===== config.mk =====
export PLATFORM = sky130hd
export DESIGN_NAME = seg7_scan_driver
export DESIGN_NICKNAME = d
export VERILOG_FILES = /design/src/rtl/seg7_pkg.sv /design/src/rtl/seg7_hex_decode.sv /design/src/rtl/seg7_scan_driver.sv
export SDC_FILE = /design/constraint.sdc
export NUM_CORES = 1
export LEC_CHECK = 0
export ABC_AREA = 0
export BUFFER_PORTS_ARGS = -buffer_cell sky130_fd_sc_hd__buf_4
export CAP_MARGIN = 20
export CORE_MARGIN = 2
export CORE_UTILIZATION = 40
export DETAILED_ROUTE_END_ITERATION = 6
export PLACE_DENSITY = 0.62
export SETUP_SLACK_MARGIN = 0.5
export SYNTH_ARGS = -nofsm -noshare
export SYNTH_HDL_FRONTEND = slang
export SYNTH_HIERARCHICAL = 1
export SYNTH_SLANG_ARGS = --single-unit

===== constraint.sdc =====
create_clock -name iCLK -period 2.1 [get_ports iCLK]
set_clock_uncertainty 0.15 [all_clocks]
set_input_delay 0.21 -clock iCLK [delete_from_list [all_inputs] [get_ports iCLK]]
set_output_delay 0.21 -clock iCLK [all_outputs]
set_load 0.05 [all_outputs]

===== src/rtl/seg7_pkg.sv =====
// Shared types and constants for the multiplexed 7-segment scan driver.
package seg7_pkg;

  localparam int DP_BIT = 7;

  // Latched per-digit content. It is captured on iLOAD and shown from the next frame.
  typedef struct packed {
    logic [3:0] nib;
    logic       dp;
    logic       blank;
  } digit_t;

  function automatic int dwell_cycles(input int clk_freq, input int scan_hz);
    return clk_freq / scan_hz;
  endfunction

  // Active-high {g,f,e,d,c,b,a}
  function automatic logic [6:0] hex2seg(input logic [3:0] nib);
    logic [6:0] s;
    case (nib)
      4'h0: s = 7'h3F;  4'h1: s = 7'h06;  4'h2: s = 7'h5B;  4'h3: s = 7'h4F;
      4'h4: s = 7'h66;  4'h5: s = 7'h6D;  4'h6: s = 7'h7D;  4'h7: s = 7'h07;
      4'h8: s = 7'h7F;  4'h9: s = 7'h6F;  4'hA: s = 7'h77;  4'hB: s = 7'h7C;
      4'hC: s = 7'h39;  4'hD: s = 7'h5E;  4'hE: s = 7'h79;  default: s = 7'h71;
    endcase
    return s;
  endfunction

endpackage


===== src/rtl/seg7_hex_decode.sv =====
// Combinational hex nibble to active-high 7-segment pattern.
module seg7_hex_decode
  import seg7_pkg::*;
(
  input  logic [3:0] i_nib,
  output logic [6:0] o_seg
);
  assign o_seg = hex2seg(i_nib);
endmodule


===== src/rtl/seg7_scan_driver.sv =====
// Multiplexed N-digit 7-segment driver. It provides guard time, PWM dimming,
// leading-zero suppression and frame-synchronous value loading.
module seg7_scan_driver
  import seg7_pkg::*;
#(
  parameter int NUM_DIGITS     = 8,
  parameter int CLK_FREQ       = 50000000,
  parameter int SCAN_HZ        = 1000,
  parameter int GUARD_CYC      = 16,
  parameter int DIM_BITS       = 4,
  parameter int SEG_ACTIVE_LOW = 1,
  parameter int COM_ACTIVE_LOW = 1
)(
  input  logic                    iCLK,
  input  logic                    iRST,
  input  logic [4*NUM_DIGITS-1:0] iDIG,
  input  logic [NUM_DIGITS-1:0]   iDP,
  input  logic [NUM_DIGITS-1:0]   iBLANK,
  input  logic                    iLZS,
  input  logic                    iLOAD,
  input  logic [DIM_BITS-1:0]     iBRIGHT,
  output logic [7:0]              oSEG,
  output logic [NUM_DIGITS-1:0]   oCOM,
  output logic                    oFRAME
);
  localparam int DWELL = dwell_cycles(CLK_FREQ, SCAN_HZ);
  localparam int DW_W  = (DWELL > 1) ? $clog2(DWELL) : 1;
  localparam int IX_W  = (NUM_DIGITS > 1) ? $clog2(NUM_DIGITS) : 1;
  localparam logic [7:0]            SEG_OFF = (SEG_ACTIVE_LOW != 0) ? 8'hFF : 8'h00;
  localparam logic [NUM_DIGITS-1:0] COM_OFF = (COM_ACTIVE_LOW != 0) ? '1 : '0;

  generate
    if (NUM_DIGITS < 1 || NUM_DIGITS > 16) begin : g_bad_digits
      $error("seg7_scan_driver: NUM_DIGITS must be in 1..16");
    end
    if (DWELL < 2 * (1 << DIM_BITS)) begin : g_bad_dwell
      $error("seg7_scan_driver: DWELL must be at least 2*2^DIM_BITS");
    end
    if (GUARD_CYC >= DWELL) begin : g_bad_guard
      $error("seg7_scan_driver: GUARD_CYC must be below DWELL");
    end
  endgenerate

  logic [DW_W-1:0]     r_dwell;
  logic [IX_W-1:0]     r_idx;
  logic [DIM_BITS-1:0] r_pwm;
  digit_t [NUM_DIGITS-1:0] r_pend, r_act;
  logic [7:0]            r_seg;
  logic [NUM_DIGITS-1:0] r_com;
  logic                  r_frame;

  digit_t [NUM_DIGITS-1:0]      w_in;
  logic [NUM_DIGITS-1:0][7:0]   w_pat;
  logic [NUM_DIGITS:0]          w_zero_up;   // [k]: nibbles k..N-1 are all zero
  logic [NUM_DIGITS-1:0]        w_sel;
  logic [7:0]                   w_cur;
  logic w_last_dw, w_wrap, w_pwm_ok, w_en;

  assign w_zero_up[NUM_DIGITS] = 1'b1;

  for (genvar k = 0; k < NUM_DIGITS; k++) begin : g_lane
    logic [6:0] w_seg7;
    logic       w_sup;

    assign w_in[k].nib   = iDIG[4*k +: 4];
    assign w_in[k].dp    = iDP[k];
    assign w_in[k].blank = iBLANK[k];

    seg7_hex_decode u_dec (
      .i_nib (r_act[k].nib),
      .o_seg (w_seg7)
    );

    assign w_zero_up[k] = w_zero_up[k+1] & (r_act[k].nib == 4'h0);
    assign w_sup        = iLZS & (k > 0) & w_zero_up[k];

    // Suppression darkens a..g only; blanking also kills the DP.
    assign w_pat[k][DP_BIT] = r_act[k].dp & ~r_act[k].blank;
    assign w_pat[k][6:0]    = (r_act[k].blank | w_sup) ? 7'h00 : w_seg7;
  end

  always_comb begin
    w_sel        = '0;
    w_sel[r_idx] = 1'b1;
  end

  assign w_cur     = w_pat[r_idx];
  assign w_last_dw = (r_dwell == DW_W'(DWELL - 1));
  assign w_wrap    = w_last_dw && (r_idx == IX_W'(NUM_DIGITS - 1));
  assign w_pwm_ok  = (r_pwm < iBRIGHT) || (&iBRIGHT);
  assign w_en      = (r_dwell >= DW_W'(GUARD_CYC)) && w_pwm_ok && !r_act[r_idx].blank;

  always_ff @(posedge iCLK) begin
    if (iRST) begin
      r_dwell <= '0;
      r_idx   <= '0;
      r_pwm   <= '0;
      r_pend  <= '0;
      r_act   <= '0;
      r_seg   <= SEG_OFF;
      r_com   <= COM_OFF;
      r_frame <= 1'b0;
    end else begin
      r_pwm   <= r_pwm + 1'b1;
      r_dwell <= w_last_dw ? '0 : r_dwell + 1'b1;
      if (w_last_dw)
        r_idx <= w_wrap ? '0 : r_idx + 1'b1;
      if (iLOAD)
        r_pend <= w_in;
      // A load that coincides with the wrap bypasses pending so it is not lost for a frame.
      if (w_wrap)
        r_act <= iLOAD ? w_in : r_pend;
      r_frame <= w_wrap;
      r_seg   <= (SEG_ACTIVE_LOW != 0) ? ~w_cur : w_cur;
      r_com   <= w_en ? ((COM_ACTIVE_LOW != 0) ? ~w_sel : w_sel) : COM_OFF;
    end
  end

  assign oSEG   = r_seg;
  assign oCOM   = r_com;
  assign oFRAME = r_frame;

endmodule


==> flow_summary.ini, run 1 <==
[clocking]
cts_tree = built
clk_pin_slew_worst_paths_ns = 0.06
h-tree-depth = 4
ctsRootBufferMaster = clkbuf_16
cts_made_buffers = 17
clock_latency_ns = 0.42
cts_sinks = 136
clk_path_buf_depth = 2

[logic_synthesis]
ys_types = 65
synth.area.top_cells = dfxtp_1 (34%), ha_1 (10%), mux2i_1 (8.5%)
syn_area_per_cell_um2 = 9.10
ys_seq_area_frac = 0.344
ys_ff_latch = 136
ys_async_sr_fraction = 0
synth_ff_type = dfxtp_1
synth_top_area_frac = 0.344
synthesis.area_um2 = 7920
synth-edff-count = 0
yosysWarnings = 6
synth_top_cell_by_area = dfxtp_1
syn_inst = 870
synth_fp_nets = 990

[cells_and_area]
nets = 1211
insertedDiodeCount = 0
fillers = 1618
drive_gt1_frac = 0.387
area_growth_pct = 47.5

[die]
core_area_um2 = 19500
die_h_um = 145
die_area_um2 = 20900
initial_core_util = 0.407
io_pins = 73
die_w_um = 145
row_count = 51

[worst_setup_path]
timing.rr.start = r_act[45]$_SDFFE_PP0P_
cp_max_fo = 5
arrival_ns = 2.32
path_cells = inv_2 -> buf_4 -> ha_1 -> or2b_1 -> a31o_1 -> a221oi_1 -> a2111oi_1 -> nand3_1
crit_start = r_act[45]$_SDFFE_PP0P_
r2r_end = oSEG[1]$_SDFF_PP1_
cp_top_family = compound AO/OA/AOI/OAI gates
worst-path-stages = 8
worst-path-buf-inv = 2
crit_type = reg -> reg
setup.worst_path.end_class = flop
cp.required_ns = 2.31
max_stage_delay_ns = 0.40
start_kind = flop
rrSetupSlack_ns = -0.006
crit_end = oSEG[1]$_SDFF_PP1_
r2r_cells = 8
cp_slowest_cell = dfxtp_4

[routing]
drt_pass1_iterations = 7
route.detailed.drc = 0
wire_per_inst_um = 16.7
detail-route-antenna-nets = 0
viasPerCell = 5.25
vias = 7185
drt-total-wl_mm = 22.8
drt_iter0_drc = 444

[timing]
timing.final.max_slew_violations = 0
setup_viol = 1
layout_min_cycle_time_ns = 2.11
fin_setup_tns_ns = -0.00639
fmax_ghz = 0.475
tightestPinTransition_ns = 0.722
finalCritPeriodShare = 1.00
final_hold_viol_count = 0
max_slew_margin = 0.519
worst_slack_ns = -0.00639
rsz0062_at_grt = true

[outcome]
run_status = finished, violations left
violations = negative setup slack

[global_route]
grt_pass1_wl_mm = 35.8
grt_pass1_vias = 7004
grt_util_all_layers = 0.217
grt_max_degree = 56
overflow = 0
antenna_found_initial = 0

[power_and_ir_drop]
p_leak_nw = 4.63
p_per_area_nw_per_um2 = 512
peakVddDrop_mv = 0.513

[placed_design]
place.gp.congestion = 0.833
dp_slack_ns = -0.234
dpl.hpwl_mm = 14.7
port_buffers = 72

[hold_path]
min_path_cells = 2
holdCritPathClass = in -> reg

[run]
cap_violations = 0
==> cells in the final DEF (no fill, tap or decap), types with 11 or more instances in the layout <==
cell	instances
dfxtp_1	113
buf_4	164
nor2_1	103
buf_6	20
mux2i_1	66
clkbuf_16	17
a211oi_2	48
inv_1	54
nand3_1	17
nor2_2	19
mux2_2	22
a21oi_1	37
nor3_1	20
dlygate4sd3_1	49
nand2b_1	11
dfxtp_2	13
nand2_1	20
nor2b_1	14
ha_1	55
==> report_power, final <==
part	switching (mW)	internal (mW)	leakage [nW]	total [mW]
logic	0.263	0.256	3.25	0.519
clock network	1.21	1.58	0.260	2.80
registers	0.0281	2.64	1.12	2.67
total	1.50	4.48	4.63	5.98
==> through the flow <==
step | std cells | total power [mW] | util | cell area, µm² | hold WS, ns
after floorplan | 870 | 2.97 | - | 8310 | 0.228
after global placement | 1246 | 3.14 | 0.490 | 9530 | 0.300
after detailed placement | 1246 | 3.15 | 0.490 | 9530 | 0.305
after CTS | 1354 | 6.01 | 0.577 | 11200 | 0.000492
after global routing | 1368 | 6.18 | 0.600 | 11700 | 0.0227
final | 1368 | 5.98 | 0.600 | 11700 | 0.0181
==> area by class of cell <==
cell class,count,area [µm²],area share
multi-input combinational,619,5370,0.460
clock buffer,20,457,0.0391
timing repair buffer,254,2400,0.206
sequential,136,2780,0.238
tap,265,332,0.0284
inverter,63,246,0.0211
clock inverter,11,88.8,0.00761
==> kinds of logic (layout without fill, tap and decap cells) <==
| kind of cell | Yosys count | after routing | share of synthesized area |
|---|---|---|---|
| AND/OR/NAND/NOR | 262 | 263 | 0.164 |
| AO/OA/AOI/OAI | 177 | 177 | 0.160 |
| flip-flops | 136 | 136 | 0.344 |
| buffers and inverters | 116 | 348 | 0.0675 |
| multiplexers | 99 | 99 | 0.145 |
| adder cells (fa/ha/maj) | 64 | 64 | 0.101 |
| XOR/XNOR | 16 | 16 | 0.0177 |
==> worst min path at each step <==
stage | to | slack, ns | from
finish | r_pend[40]$_SDFF_PP0_ | 0.02 | iRST
global route | r_pend[40]$_SDFF_PP0_ | 0.02 | iRST
CTS | r_pend[47]$_SDFF_PP0_ | 0.0005 | iRST
detailed placement | r_pwm[0]$_SDFF_PP0_ | 0.31 | r_pwm[0]$_SDFF_PP0_
global placement | r_pwm[0]$_SDFF_PP0_ | 0.30 | r_pwm[0]$_SDFF_PP0_
floorplan | r_pend[32]$_SDFF_PP0_ | 0.23 | iDIG[20]
==> registers in the layout (all words and copies together) (netlist names) <==
register and count:
r_act 48, r_idx 3, oSEG 8, r_pend 48
oCOM 8, r_dwell 16, r_pwm 4, oFRAME 1
==> synthesized netlist by cell type, drive strengths merged (2+ instances only) <==
cell,count
a31o,7
inv,62
a41oi,2
mux2,24
mux4,8
o21ai,13
nor4,6
a21o,10
nand4,7
nand3b,8
ha,64
or4,3
a31oi,2
nand3,20
o32a,7
nor2,130
or3,2
nand2,21
mux2i,67
clkbuf,17
a211oi,50
a311oi,2
xor2,10
nor2b,14
and3,3
buf,36
a221oi,8
a21oi,40
o31a,7
nor3,23
nand2b,12
o211ai,7
o22ai,7
or2b,7
dfxtp,136
or2,2
xnor2,6
a22oi,3
a2111oi,7
==> timing repair <==
action                                 4_1_cts  5_1_grt
endpoints found under the hold margin       48        0
pin swaps                                   36       46
cloned                                       9        1
resized for setup                           82       92
hold buffers                                49        0
setup endpoints to repair                   83       83
buffers inserted                            19       13
==> metal layers <==
layer | vias to the layer above | GRT usage | wire, µm
met5 | - | 0 | 0
met4 | 0 | 0.0644 | 349
met3 | 23 | 0.0405 | 877
met2 | 136 | 0.362 | 11200
met1 | 3486 | 0.287 | 10400
li1 | 3540 | - | -
Power figures use the tool's default switching activity.
==> inputs of run 2 (changes only) <==
--- a/config.mk
+++ b/config.mk
@@ -8,6 +8,7 @@
 export ABC_AREA = 0
 export BUFFER_PORTS_ARGS = -buffer_cell sky130_fd_sc_hd__buf_4
 export CAP_MARGIN = 20
+export CORE_ASPECT_RATIO = 0.75
 export CORE_MARGIN = 2
 export CORE_UTILIZATION = 40
 export DETAILED_ROUTE_END_ITERATION = 6
==> run 2 against run 1 <==
  * The flow still finishes with violations (negative setup slack)
  * Sequential share of layout area fell by 0.070 points
  * Critical path type unchanged
  * Highest routed layer unchanged
  * Wire length is 1.1% lower
  * First-iteration DRC count fell by 6.8%
  * Clock power grew 9.3%
  * Combinational power down 4%
  * Sequential power hardly changed
==> flow_summary.ini, run 2 (synthesis results as in run 1) <==
[timing]
tightestPinTransition_ns = 0.819
fin_setup_tns_ns = -0.00224
layout_min_cycle_time_ns = 2.10
fmax_ghz = 0.476
timing.final.max_slew_violations = 0
finalCritPeriodShare = 1.00
final_hold_viol_count = 0
setup_viol = 1
max_slew_margin = 0.454
rsz0062_at_grt = true
worst_slack_ns = -0.00224

[worst_setup_path]
rrSetupSlack_ns = -0.002
start_kind = flop
timing.rr.start = r_act[26]$_SDFFE_PP0P_
r2r_end = oSEG[5]$_SDFF_PP1_
path_cells = buf_6 -> or4_4 -> nand2b_4 -> o41a_1 -> a21o_1 -> nand3_1
cp.required_ns = 2.32
crit_type = reg -> reg
arrival_ns = 2.32
cp_slowest_cell = or4_4
cp_max_fo = 7
max_stage_delay_ns = 0.54
setup.worst_path.end_class = flop
crit_start = r_act[26]$_SDFFE_PP0P_
r2r_cells = 6

[placed_design]
port_buffers = 72
dp_slack_ns = -0.0809
dpl.hpwl_mm = 14.3
placed_area_um2 = 9480
place.gp.congestion = 0.813

[hold_path]
hp-start = iDIG[27]
min_path_cells = 3
holdCritPathClass = in -> reg
min_to = r_pend[41]$_SDFF_PP0_

[power_and_ir_drop]
total_power_mw = 6.23
p_leak_nw = 4.63
comb_power_share = 0.080
p_sw_mw = 1.56
peakVddDrop_mv = 0.371
p_per_area_nw_per_um2 = 535
p_int_mw = 4.67
switching_share = 0.251
pwr-share-clk = 0.491
seqPwrFrac = 0.429

[routing]
viasPerCell = 5.27
drt_pass1_iterations = 5
detail-route-antenna-nets = 0
drt_iter0_drc = 414
wire_per_inst_um = 16.8
drt-total-wl_mm = 22.5
vias = 7080
route.detailed.drc = 0

[cells_and_area]
nets = 1197
final_common_cell = buf_4
insertedDiodeCount = 0
area_growth_pct = 47.1
drive_gt1_frac = 0.387
utilization = 0.601
most-common-layout-cells = buf_4 (156), dfxtp_1 (115), nor2_1 (85)
final_cell_area_um2 = 11600
reg.largest.list = r_act (48), r_pend (48), r_dwell (16)

[die]
row_count = 44
die_h_um = 126
initial_core_util = 0.409
io_pins = 73
die_w_um = 166
die_area_um2 = 21000
core_area_um2 = 19400

[global_route]
overflow = 0
grt_util_all_layers = 0.211
grt_max_degree = 65
grt_pass1_vias = 6745
grt_pass1_wl_mm = 35.6
antenna_found_initial = 0

[clocking]
ctsRootBufferMaster = clkbuf_16
cts_tree = built
h-tree-depth = 4
cts_made_buffers = 17
clk_pin_slew_worst_paths_ns = 0.06
clock_latency_ns = 0.43
clk_path_buf_depth = 2
cts_sinks = 136

[outcome]
violations = negative setup slack
run_status = finished, violations left

[run]
cap_violations = 0
-- run 2: cell type report --
cell class | instances | area [µm²]
Inverter | 63 | 244
Tap cell | 253 | 317
Clock inverter | 14 | 160
Sequential cell | 136 | 2760
Timing Repair Buffer | 240 | 2300
Fill cell | 1629 | 7730
Clock buffer | 18 | 429
Multi-Input combinational cell | 619 | 5430
-- run 2: stage by stage --
step	std cells	hold WS [ns]
after CTS	1329	0.00435
final	1343	0.0238
after global placement	1227	0.303
after floorplan	870	0.228
after detailed placement	1227	0.332
after global routing	1343	0.0327
-- run 2: timing repair --
action,in CTS,in global routing
gates cloned,10,2
endpoints found under the setup margin,83,83
buffers inserted,13,12
pin swaps,26,42
hold buffers,47,0
resized for setup,77,94
endpoints found under the hold margin,56,0
-- run 2: worst max path at each step --
stage,end,slack (ns)
floorplan,oSEG[6]$_SDFF_PP1_,0.14
global placement,oSEG[6]$_SDFF_PP1_,-0.03
detailed placement,oSEG[5]$_SDFF_PP1_,-0.08
CTS,oSEG[6]$_SDFF_PP1_,0.03
global route,oSEG[3]$_SDFF_PP1_,-0.07
finish,oSEG[5]$_SDFF_PP1_,-0.002
-- run 2: worst max-delay path, delay by kind of cell, from the launching register on --
family	cells	cell delay (ns)
AOI/OAI and AO/OA	2	0.64
DFF	1	0.36
and+or+nand+nor	3	0.78
buffers and inverters	1	0.11
-- run 2: power by group through the flow --
stage          clock [mW]  sequential, mW  combinational (mW)
2_1_floorplan           0            2.75               0.221
3_3_place_gp            0            2.73               0.407
3_5_place_dp            0            2.73               0.408
4_1_cts              3.09            2.67               0.490
5_1_grt              3.22            2.68               0.544
6_report             3.06            2.67               0.500
-- run 2: metal layers --
| layer | vias up | track usage | wire (µm) |
|---|---|---|---|
| li1 | 3519 | - | - |
| met1 | 3385 | 0.309 | 11300 |
| met2 | 152 | 0.322 | 10000 |
| met3 | 24 | 0.0374 | 970 |
| met4 | 0 | 0.0527 | 252 |
| met5 | - | 0 | 0 |
==> inputs of run 3 (changes only) <==
--- a/config.mk
+++ b/config.mk
@@ -13,6 +13,7 @@
 export CORE_UTILIZATION = 40
 export DETAILED_ROUTE_END_ITERATION = 6
 export PLACE_DENSITY = 0.62
+export RECOVER_POWER = 50
 export SETUP_SLACK_MARGIN = 0.5
 export SYNTH_ARGS = -nofsm -noshare
 export SYNTH_HDL_FRONTEND = slang
==> run 3 against run 2 <==
  * The flow finishes with violations (max-capacitance violations, max-slew violations, negative setup slack)
  * Wire length hardly changed
  * Clock-buffer cell count stayed put
  * Sequential power about the same
  * Sequential share of layout area grew 0.13 points
  * Largest power group unchanged
==> flow_summary.ini, run 3 (synthesis results as in run 1) <==
[routing]
routed.top_layer = met4
met1Wirelength_mm = 11.3
wire_per_inst_um = 16.8
route.detailed.drc = 0
met3_length_um = 976
detail-route-antenna-nets = 0
drt-total-wl_mm = 22.6
viasPerCell = 5.28
drt_iter0_drc = 361
drt_pass1_iterations = 5
vias = 7085
wl_met2_mm = 10.0

[die]
die_w_um = 166
core_area_um2 = 19400
die_h_um = 126
row_count = 44
io_pins = 73
die_area_um2 = 21000
initial_core_util = 0.409

[timing]
whs_ns = 0.0315
rsz0062_at_grt = true
finalCritPeriodShare = 1.00
max_slew_margin = -0.0564
timing.final.max_slew_violations = 65
setup_viol = 1
fin_setup_tns_ns = -0.00146
final_hold_viol_count = 0
fmax_ghz = 0.476
tightestPinTransition_ns = 1.58
layout_min_cycle_time_ns = 2.10
worst_slack_ns = -0.00146

[cells_and_area]
fillers = 1644
drive_gt1_frac = 0.372
most-common-layout-cells = buf_4 (125), dfxtp_1 (115), nor2_1 (85)
final_cells = 1343
final_common_cell = buf_4
area_growth_pct = 46.3
reg.largest.list = r_act (48), r_pend (48), r_dwell (16)
final_cell_area_um2 = 11600
nets = 1197
insertedDiodeCount = 0

[run]
cap_violations = 1

[clocking]
cts_tree = built
clk_path_buf_depth = 2
clk_pin_slew_worst_paths_ns = 0.06
clock_latency_ns = 0.43
ctsRootBufferMaster = clkbuf_16
h-tree-depth = 4
cts_made_buffers = 17
cts_sinks = 136

[worst_setup_path]
cp_max_fo = 7
start_kind = flop
setup.worst_path.end_class = flop
path_cells = buf_6 -> or4_4 -> nand2b_4 -> o41a_1 -> a21o_1 -> nand3_1
cp_slowest_cell = or4_4
rrSetupSlack_ns = -0.001
max_stage_delay_ns = 0.54
arrival_ns = 2.31
cp_top_family = simple AND/OR/NAND/NOR gates
crit_type = reg -> reg
cp.required_ns = 2.31
worst-path-buf-inv = 1

[placed_design]
dpl.cell_count = 1227
placed_area_um2 = 9480
place.gp.congestion = 0.813
port_buffers = 72
dpl.hpwl_mm = 14.3
dp_slack_ns = -0.0809

[outcome]
run_status = finished, violations left
violations = max-capacitance violations, max-slew violations, negative setup slack

[power_and_ir_drop]
peakVddDrop_mv = 0.363
p_leak_nw = 4.58
p_per_area_nw_per_um2 = 537

[global_route]
antenna_found_initial = 0
grt_max_degree = 65
grt_util_all_layers = 0.211
grt_pass1_vias = 6745
overflow = 0
grt_pass1_wl_mm = 35.6

[hold_path]
holdCritPathClass = in -> reg
## run 3: final timing paths
path	cells after the start	from	endpoint
max	6	r_act[26]$_SDFFE_PP0P_	oSEG[5]$_SDFF_PP1_
min reg2reg	1	r_pwm[0]$_SDFF_PP0_	r_pwm[0]$_SDFF_PP0_
min	3	iDIG[27]	r_pend[41]$_SDFF_PP0_
max reg2reg	6	r_act[26]$_SDFFE_PP0P_	oSEG[5]$_SDFF_PP1_
## run 3: final cells by class
type / count / area, µm² / share of cell area
Timing Repair Buffer: 240 / 2240 / 0.193
Clock buffer: 18 / 429 / 0.0370
Tap cell: 253 / 317 / 0.0273
Clock inverter: 14 / 160 / 0.0138
Multi-Input combinational cell: 619 / 5430 / 0.469
Sequential cell: 136 / 2760 / 0.238
Inverter: 63 / 244 / 0.0211
## run 3: metrics by stage
step           utilization  total power [mW]
6_report             0.598              6.22
5_1_grt              0.598              6.43
4_1_cts              0.576              6.26
3_5_place_dp         0.489              3.14
3_3_place_gp         0.489              3.14
2_1_floorplan            -              2.97
## run 3: worst min-delay path, cell delays in order
cell	delay [ns]
buf_4	0.09
mux2i_1	0.15
nor2_1	0.12
## run 3: per-layer routing
metal,up-vias,track usage
met5,-,0
li1,3519,-
met4,0,0.0527
met3,27,0.0374
met1,3391,0.309
met2,148,0.322
## run 3: power by group
part	leakage [nW]	internal (mW)	switching, mW
clock	0.286	1.78	1.27
combinational	3.17	0.239	0.254
sequential	1.12	2.64	0.0280
total	4.58	4.66	1.55
## run 3: what timing repair did
item / in CTS / in global routing
buffers inserted: 13 / 12
endpoints found under the setup margin: 83 / 83
pin swaps: 26 / 42
gates cloned: 10 / 2
resized for setup: 77 / 94
hold buffers: 47 / 0
hold endpoints to repair: 56 / 0
